==> src/rtl/mem_access_stage_if.sv <==
// Data-memory request/grant/response bus between the MEM stage and the data memory.
interface mem_access_stage_if #(
  parameter int XLEN = 64
);
  logic            mem_req;
  logic            mem_we;
  logic [XLEN-1:0] mem_addr;
  logic [1:0]      mem_size;
  logic [XLEN-1:0] mem_wdata;
  logic            mem_gnt;
  logic            mem_rvalid;
  logic [XLEN-1:0] mem_rdata;

  modport master (
    output mem_req, mem_we, mem_addr, mem_size, mem_wdata,
    input  mem_gnt, mem_rvalid, mem_rdata
  );

  modport slave (
    input  mem_req, mem_we, mem_addr, mem_size, mem_wdata,
    output mem_gnt, mem_rvalid, mem_rdata
  );
endinterface

==> src/rtl/mem_access_stage.sv <==
// RISC-V MEM stage: branch resolution, data-memory handshake with timeout abort,
// pipeline stall generation and the MEM/WB pipeline register.
module mem_access_stage #(
  parameter int TIMEOUT = 16,
  parameter int XLEN    = 64
) (
  input  logic               clk,
  input  logic               reset_n,
  input  logic               RegWrite_store,
  input  logic               MemtoReg_store,
  input  logic               Branch_store,
  input  logic               Zero_store,
  input  logic               MemWrite_store,
  input  logic               MemRead_store,
  input  logic               Is_Greater_store,
  input  logic [XLEN-1:0]    PCplusimm_store,
  input  logic [XLEN-1:0]    ALU_result_store,
  input  logic [XLEN-1:0]    WriteData_store,
  input  logic [3:0]         funct_in_store,
  input  logic [4:0]         rd_store,
  mem_access_stage_if.master mem,
  output logic               PCSrc,
  output logic [XLEN-1:0]    BranchTarget,
  output logic               Flush_out,
  output logic               Stall,
  output logic               bus_error,
  output logic               RegWrite_wb,
  output logic               MemtoReg_wb,
  output logic [XLEN-1:0]    ReadData_wb,
  output logic [XLEN-1:0]    ALU_result_wb,
  output logic [4:0]         rd_wb
);

  typedef enum logic [1:0] {
    IDLE = 2'd0,
    REQ  = 2'd1,
    WAIT = 2'd2
  } state_t;

  localparam logic [7:0] TMO_LAST_C = 8'(TIMEOUT - 1);

  state_t     state_r;
  state_t     state_nx_s;
  logic [7:0] tmo_cnt_r;
  logic       bus_error_r;
  logic [2:0] funct3_s;
  logic       acc_s;
  logic       taken_s;
  logic       req_s;
  logic       complete_s;
  logic       abort_s;
  logic       load_done_s;
  logic       tmo_hit_s;
  logic       stall_s;
  logic       unused_s;

  // Right-aligned load data extended to XLEN according to size and signedness.
  function automatic logic [XLEN-1:0] load_ext(input logic [XLEN-1:0] d, input logic [2:0] f3);
    logic [XLEN-1:0] v;
    case (f3[1:0])
      2'b00:   v = f3[2] ? {{(XLEN-8){1'b0}}, d[7:0]}   : {{(XLEN-8){d[7]}}, d[7:0]};
      2'b01:   v = f3[2] ? {{(XLEN-16){1'b0}}, d[15:0]} : {{(XLEN-16){d[15]}}, d[15:0]};
      2'b10:   v = f3[2] ? {{(XLEN-32){1'b0}}, d[31:0]} : {{(XLEN-32){d[31]}}, d[31:0]};
      default: v = d;
    endcase
    return v;
  endfunction

  assign funct3_s = funct_in_store[2:0];
  assign acc_s    = MemRead_store | MemWrite_store;
  assign unused_s = funct_in_store[3];

  // Branch condition from funct3 and the ALU flags.
  always_comb begin
    taken_s = 1'b0;
    case (funct3_s)
      3'b000:  taken_s = Zero_store;
      3'b001:  taken_s = ~Zero_store;
      3'b100:  taken_s = ~Is_Greater_store & ~Zero_store;
      3'b101:  taken_s = Is_Greater_store | Zero_store;
      default: taken_s = 1'b0;
    endcase
  end

  // Handshake FSM: next state, Mealy request and completion/abort events.
  always_comb begin
    state_nx_s  = state_r;
    req_s       = 1'b0;
    complete_s  = 1'b0;
    abort_s     = 1'b0;
    load_done_s = 1'b0;
    tmo_hit_s   = (tmo_cnt_r == TMO_LAST_C);
    case (state_r)
      IDLE: begin
        if (acc_s) begin
          req_s = 1'b1;
          if (mem.mem_gnt) begin
            if (MemRead_store) begin
              state_nx_s = WAIT;
            end else begin
              complete_s = 1'b1;
            end
          end else begin
            state_nx_s = REQ;
          end
        end else begin
          state_nx_s = IDLE;
        end
      end
      REQ: begin
        if (mem.mem_gnt) begin
          req_s = 1'b1;
          if (MemRead_store) begin
            state_nx_s = WAIT;
          end else begin
            complete_s = 1'b1;
            state_nx_s = IDLE;
          end
        end else if (tmo_hit_s) begin
          abort_s    = 1'b1;
          complete_s = 1'b1;
          state_nx_s = IDLE;
        end else begin
          req_s = 1'b1;
        end
      end
      WAIT: begin
        if (mem.mem_rvalid) begin
          complete_s  = 1'b1;
          load_done_s = 1'b1;
          state_nx_s  = IDLE;
        end else if (tmo_hit_s) begin
          abort_s    = 1'b1;
          complete_s = 1'b1;
          state_nx_s = IDLE;
        end else begin
          state_nx_s = WAIT;
        end
      end
      default: state_nx_s = IDLE;
    endcase
  end

  // Combinational outputs are gated by reset so they drop as soon as it asserts.
  assign stall_s        = reset_n & acc_s & ~complete_s;
  assign Stall          = stall_s;
  assign PCSrc          = reset_n & Branch_store & taken_s;
  assign Flush_out      = reset_n & Branch_store & taken_s;
  assign BranchTarget   = PCplusimm_store;
  assign bus_error      = bus_error_r;
  assign mem.mem_req    = reset_n & req_s;
  assign mem.mem_we     = MemWrite_store & ~MemRead_store;
  assign mem.mem_addr   = ALU_result_store;
  assign mem.mem_size   = funct3_s[1:0];
  assign mem.mem_wdata  = WriteData_store;

  // FSM state register.
  always_ff @(posedge clk or negedge reset_n) begin
    if (!reset_n) begin
      state_r <= IDLE;
    end else begin
      state_r <= state_nx_s;
    end
  end

  // Timeout counter restarts on every state change and counts REQ/WAIT cycles.
  always_ff @(posedge clk or negedge reset_n) begin
    if (!reset_n) begin
      tmo_cnt_r <= 8'd0;
    end else if (state_nx_s != state_r) begin
      tmo_cnt_r <= 8'd0;
    end else if (state_r != IDLE) begin
      tmo_cnt_r <= tmo_cnt_r + 8'd1;
    end else begin
      tmo_cnt_r <= 8'd0;
    end
  end

  // Sticky bus error, set by any timeout abort.
  always_ff @(posedge clk or negedge reset_n) begin
    if (!reset_n) begin
      bus_error_r <= 1'b0;
    end else if (abort_s) begin
      bus_error_r <= 1'b1;
    end else begin
      bus_error_r <= bus_error_r;
    end
  end

  // MEM/WB register: bubble while stalled, aborted accesses retire without a write.
  always_ff @(posedge clk or negedge reset_n) begin
    if (!reset_n) begin
      RegWrite_wb   <= 1'b0;
      MemtoReg_wb   <= 1'b0;
      ReadData_wb   <= '0;
      ALU_result_wb <= '0;
      rd_wb         <= 5'd0;
    end else if (stall_s) begin
      RegWrite_wb <= 1'b0;
    end else begin
      RegWrite_wb   <= RegWrite_store & ~abort_s;
      MemtoReg_wb   <= MemtoReg_store & ~abort_s;
      ALU_result_wb <= ALU_result_store;
      rd_wb         <= rd_store;
      if (load_done_s) begin
        ReadData_wb <= load_ext(mem.mem_rdata, funct3_s);
      end else begin
        ReadData_wb <= ReadData_wb;
      end
    end
  end

endmodule

==> src/flat_wrapper.sv <==
// flat-port wrapper written by rule: the top's interface ports become plain ports
module mem_access_stage_flat 
#(
  parameter int TIMEOUT = 16,
  parameter int XLEN    = 64
)
  (clk, reset_n, RegWrite_store, MemtoReg_store, Branch_store, Zero_store, MemWrite_store, MemRead_store, Is_Greater_store, PCplusimm_store, ALU_result_store, WriteData_store, funct_in_store, rd_store, PCSrc, BranchTarget, Flush_out, Stall, bus_error, RegWrite_wb, MemtoReg_wb, ReadData_wb, ALU_result_wb, rd_wb, mem_mem_req, mem_mem_we, mem_mem_addr, mem_mem_size, mem_mem_wdata, mem_mem_gnt, mem_mem_rvalid, mem_mem_rdata);
  mem_access_stage_if #(.XLEN(XLEN)) mem_i ();
  input  logic clk;
  input  logic reset_n;
  input  logic RegWrite_store;
  input  logic MemtoReg_store;
  input  logic Branch_store;
  input  logic Zero_store;
  input  logic MemWrite_store;
  input  logic MemRead_store;
  input  logic Is_Greater_store;
  input  logic [XLEN-1:0] PCplusimm_store;
  input  logic [XLEN-1:0] ALU_result_store;
  input  logic [XLEN-1:0] WriteData_store;
  input  logic [3:0] funct_in_store;
  input  logic [4:0] rd_store;
  output logic PCSrc;
  output logic [XLEN-1:0] BranchTarget;
  output logic Flush_out;
  output logic Stall;
  output logic bus_error;
  output logic RegWrite_wb;
  output logic MemtoReg_wb;
  output logic [XLEN-1:0] ReadData_wb;
  output logic [XLEN-1:0] ALU_result_wb;
  output logic [4:0] rd_wb;
  output wire logic [$bits(mem_i.mem_req)-1:0] mem_mem_req;
  output wire logic [$bits(mem_i.mem_we)-1:0] mem_mem_we;
  output wire logic [$bits(mem_i.mem_addr)-1:0] mem_mem_addr;
  output wire logic [$bits(mem_i.mem_size)-1:0] mem_mem_size;
  output wire logic [$bits(mem_i.mem_wdata)-1:0] mem_mem_wdata;
  input wire logic [$bits(mem_i.mem_gnt)-1:0] mem_mem_gnt;
  input wire logic [$bits(mem_i.mem_rvalid)-1:0] mem_mem_rvalid;
  input wire logic [$bits(mem_i.mem_rdata)-1:0] mem_mem_rdata;
  assign mem_mem_req = mem_i.mem_req;
  assign mem_mem_we = mem_i.mem_we;
  assign mem_mem_addr = mem_i.mem_addr;
  assign mem_mem_size = mem_i.mem_size;
  assign mem_mem_wdata = mem_i.mem_wdata;
  assign mem_i.mem_gnt = mem_mem_gnt;
  assign mem_i.mem_rvalid = mem_mem_rvalid;
  assign mem_i.mem_rdata = mem_mem_rdata;
  mem_access_stage #(.TIMEOUT(TIMEOUT), .XLEN(XLEN)) u_core (.clk(clk), .reset_n(reset_n), .RegWrite_store(RegWrite_store), .MemtoReg_store(MemtoReg_store), .Branch_store(Branch_store), .Zero_store(Zero_store), .MemWrite_store(MemWrite_store), .MemRead_store(MemRead_store), .Is_Greater_store(Is_Greater_store), .PCplusimm_store(PCplusimm_store), .ALU_result_store(ALU_result_store), .WriteData_store(WriteData_store), .funct_in_store(funct_in_store), .rd_store(rd_store), .mem(mem_i), .PCSrc(PCSrc), .BranchTarget(BranchTarget), .Flush_out(Flush_out), .Stall(Stall), .bus_error(bus_error), .RegWrite_wb(RegWrite_wb), .MemtoReg_wb(MemtoReg_wb), .ReadData_wb(ReadData_wb), .ALU_result_wb(ALU_result_wb), .rd_wb(rd_wb));
endmodule
==> config.mk <==
export PLATFORM = sky130hd
export DESIGN_NAME = mem_access_stage_flat
export DESIGN_NICKNAME = d
export VERILOG_FILES = /design/src/rtl/mem_access_stage_if.sv /design/src/rtl/mem_access_stage.sv /design/src/flat_wrapper.sv
export SDC_FILE = /design/constraint.sdc
export NUM_CORES = 1
export LEC_CHECK = 0
export ABC_AREA = 1
export CORE_AREA = 2 2 241 243
export DETAILED_ROUTE_END_ITERATION = 12
export DIE_AREA = 0 0 243 245
export MAX_ROUTING_LAYER = met4
export PLACE_DENSITY_LB_ADDON = 0.12
export SETUP_SLACK_MARGIN = 0.5
export SYNTH_ARGS = -nofsm -noshare
export SYNTH_HDL_FRONTEND = slang
export SYNTH_SLANG_ARGS = --single-unit
==> constraint.sdc <==
create_clock -name clk -period 4.4 [get_ports clk]
set_clock_uncertainty 0.1 [all_clocks]
set_input_delay 0.88 -clock clk [delete_from_list [all_inputs] [get_ports clk]]
set_output_delay 0.88 -clock clk [all_outputs]
set_load 0.01 [all_outputs]
==> impl_metrics.json <==
{
  "status": "completed",
  "hold_path_end": "u_core.ALU_result_wb[9]$_DFFE_PN0P_",
  "remaining_drc_errors": 0,
  "ys_warn_count": 0,
  "fmaxAchievable_ghz": 0.275,
  "synthAdderAreaFrac_pct": 0.774,
  "layout_common_cells": "nand2_1 (403), clkdlybuf4s50_1 (349), dfrtp_1 (146)",
  "cts_root_buf": "clkbuf_16",
  "fin_crit_sh_pct": 82.6,
  "post_cts_buffers": 0,
  "synth_top_family_by_area": "simple AND/OR/NAND/NOR gates",
  "critPathArrivalTime_ns": 2.66,
  "dieArea_um2": 59500,
  "clk_latency_ns": 0.46,
  "portBuffers": 353,
  "drt_pass1_iterations": 4,
  "pre_cts_slack_ns": 0.567,
  "synth-xor-area-share_pct": 0,
  "reg2reg_to": "u_core.ReadData_wb[9]$_DFFE_PN0P_",
  "end_kind": "output pin",
  "die_x_um": 243,
  "fin_ws_ns": 0.764,
  "via_count": 6980,
  "peakVddDrop_mv": 0.279,
  "ys_types": 25,
  "placed_cell_area_um2": 11000,
  "worst_slew_pin_slew_ns": 1.04,
  "critPathTopFamily": "buffers and inverters",
  "crit_required_ns": 3.42,
  "r2r_start": "u_core.state_r[1]$_DFF_PN0_",
  "grt_pass1_vias": 7193,
  "place_inst": 1914,
  "slew_headroom_pct": 30.3,
  "synthSimpleGateAreaFrac_pct": 29.3,
  "leakage_nw": 5.38,
  "vias_per_cell": 3.59,
  "maxCapViolCount": 0,
  "path_buf_inv": 4,
  "tns_ns": 0,
  "hold_class": "flip-flop to flip-flop",
  "cts_tree": "built",
  "track_usage_pct": 11.3,
  "crit_path_frequent_cell": "nand2_1",
  "syn_area_per_cell_um2": 7.84,
  "post-route-cell-area_um2": 11600,
  "hp-start": "u_core.ALU_result_wb[9]$_DFFE_PN0P_",
  "wl_um": 32500,
  "syn-instance-count": 1030,
  "antenna_found_initial": 3,
  "nets": 1449,
  "ys_seq_area_share_pct": 45.2,
  "yosys.area.top_type": "dfrtp_1",
  "start_util_pct": 14.2,
  "rrSetupSlack_ns": 1.57,
  "hold_viol": 0,
  "synth_top_cells_by_area": "dfrtp_1 (45%), nand2_1 (19%), buf_4 (18%)",
  "io_pins": 611,
  "slew_viol_final": 0,
  "rsz0062_at_grt": "no",
  "slowest_stage": "clkdlybuf4s50_1",
  "layout.cells.non_filler": 1947,
  "clock_path_buffers": 2,
  "grt_pass1_wl_um": 48100,
  "hold-worst-slack_ns": 0.368,
  "cts_buffers": 17,
  "hold_path_depth": 2,
  "htreeDepth": 4,
  "cts.sinks": 146,
  "fp.coreArea_um2": 57000,
  "power_density_nw_per_um2": 497,
  "cts.clk_slew.worst_paths_ns": 0.06,
  "synth-seq-cells": 146,
  "synth_area_um2": 8080,
  "drt-wirelength-per-cell_um": 16.7,
  "setup_viol": 0,
  "drive_gt1_share_pct": 4.58,
  "grt_overflow": 0,
  "worst-setup-path-type": "input port to output pin",
  "critPathLaunchType": "input port",
  "area_growth_pct": 43.2,
  "gp_congestion": 0.771,
  "grt_max_degree": 136,
  "die_y_um": 245,
  "final_common_cell": "nand2_1",
  "drtAntennaViolNets": 0,
  "hpwl_um": 23500,
  "synth_compound_gate_area_share_pct": 1.87,
  "critical_path.max_stage_delay_ns": 0.60,
  "synth_nets": 1311,
  "std_cell_rows": 88,
  "r2r_cells": 13,
  "synth.mux.area_fraction_pct": 0,
  "netlist.area_leader.share_pct": 45.2,
  "crit_chain": "clkdlybuf4s50_1, inv_1, nand4_1, nand2_1, a21oi_1, nand2_1, nand2_1, nand2_8, inv_2, clkdlybuf4s50_1",
  "crit_fanout": 2,
  "drtIter0Drc": 276,
  "fin_crit_ns": 3.64
}
sequential cells by signal, summed over array words and instances (netlist names):
register and cells:
u_core.ReadData_wb 64, u_core.tmo_cnt_r 8, u_core.ALU_result_wb 64, u_core.bus_error 1, u_core.MemtoReg_wb 1, u_core.state_r 2, u_core.rd_wb 5, u_core.RegWrite_wb 1
worst register-to-register path: stages, from the launching register on:
cell     delay [ns]
dfrtp_1        0.43
inv_1          0.15
ha_1           0.31
nand4_1        0.13
nand2_1        0.07
a21oi_1        0.04
nand2_1        0.08
nand2_1        0.12
nand2_8        0.10
buf_12         0.46
nand2_2        0.29
buf_12         0.23
nand2_1        0.15
nand2_1        0.05
final cells by class:
| type | instances | area [µm²] |
|---|---|---|
| sequential | 146 | 3650 |
| fill | 6450 | 45500 |
| clock buffer | 20 | 467 |
| timing repair buffer | 368 | 3660 |
| antenna | 3 | 7.51 |
| clock inverter | 10 | 134 |
| multi-input combinational | 611 | 2600 |
| tap | 765 | 957 |
| inverter | 24 | 90.1 |
routing by layer:
layer | GRT usage, % | share of wire [%] | up-vias
met5 | - | 0 | -
met4 | 4.76 | 2.9 | 0
met3 | 5.25 | 10 | 70
met2 | 16.7 | 45 | 374
met1 | 13.1 | 42 | 3204
li1 | - | - | 3332
what timing repair did:
action                                  4_1_cts  5_1_grt
hold buffers                                  0        0
gates resized for setup                       0        1
endpoints found under the setup margin        0        1
cell families (layout without fill, tap and decap cells):
logic type / Yosys count / count (layout)
AND/OR/NAND/NOR: 577 / 577
buffers and inverters: 273 / 422
flip-flops: 146 / 146
AO/OA/AOI/OAI: 29 / 29
adder cells (fa/ha/maj): 5 / 5
other: 0 / 3
cells in the mapped netlist:
cell type and instances:
or3_1 1, nor2_2 1, nand4_1 3, ha_1 5
a21oi_1 7, a31oi_1 1, nand3_1 139, o21a_1 1
o31ai_1 1, buf_4 195, inv_2 1, nor3_1 2
nand3b_1 1, inv_1 23, o21ai_1 1, dfrtp_1 146
buf_6 7, nand2_2 1, and3_1 1, o21ai_0 18
nand2_4 1, buf_2 25, nor2_1 23, clkbuf_1 22
nand2_1 404
how the worst max path moves through the flow:
stage | depth (start not counted) | slack (ns) | end | from
after global placement | 10 | 0.54 | Stall | mem_mem_gnt
after detailed placement | 10 | 0.57 | Stall | mem_mem_gnt
after floorplan | 6 | 1.71 | PCSrc | funct_in_store[0]
after CTS | 10 | 0.56 | Stall | mem_mem_gnt
final | 10 | 0.76 | Stall | MemRead_store
after global routing | 10 | 0.58 | Stall | u_core.state_r[0]$_DFF_PN0_
metrics by stage:
step / utilization, % / power [mW]
after detailed placement: 19.2 / 4.27
after global placement: 19.2 / 4.28
after global routing: 20.3 / 6.18
after floorplan: - / 3.02
after CTS: 20.3 / 5.91
final: 20.3 / 5.75
power breakdown:
group	internal (mW)	total [mW]	leakage (nW)	switching, mW
logic	1.08	2.20	3.26	1.12
registers	1.74	1.98	1.83	0.237
clock network	0.926	1.56	0.294	0.638
No activity file was read; power rests on OpenSTA's default activity.
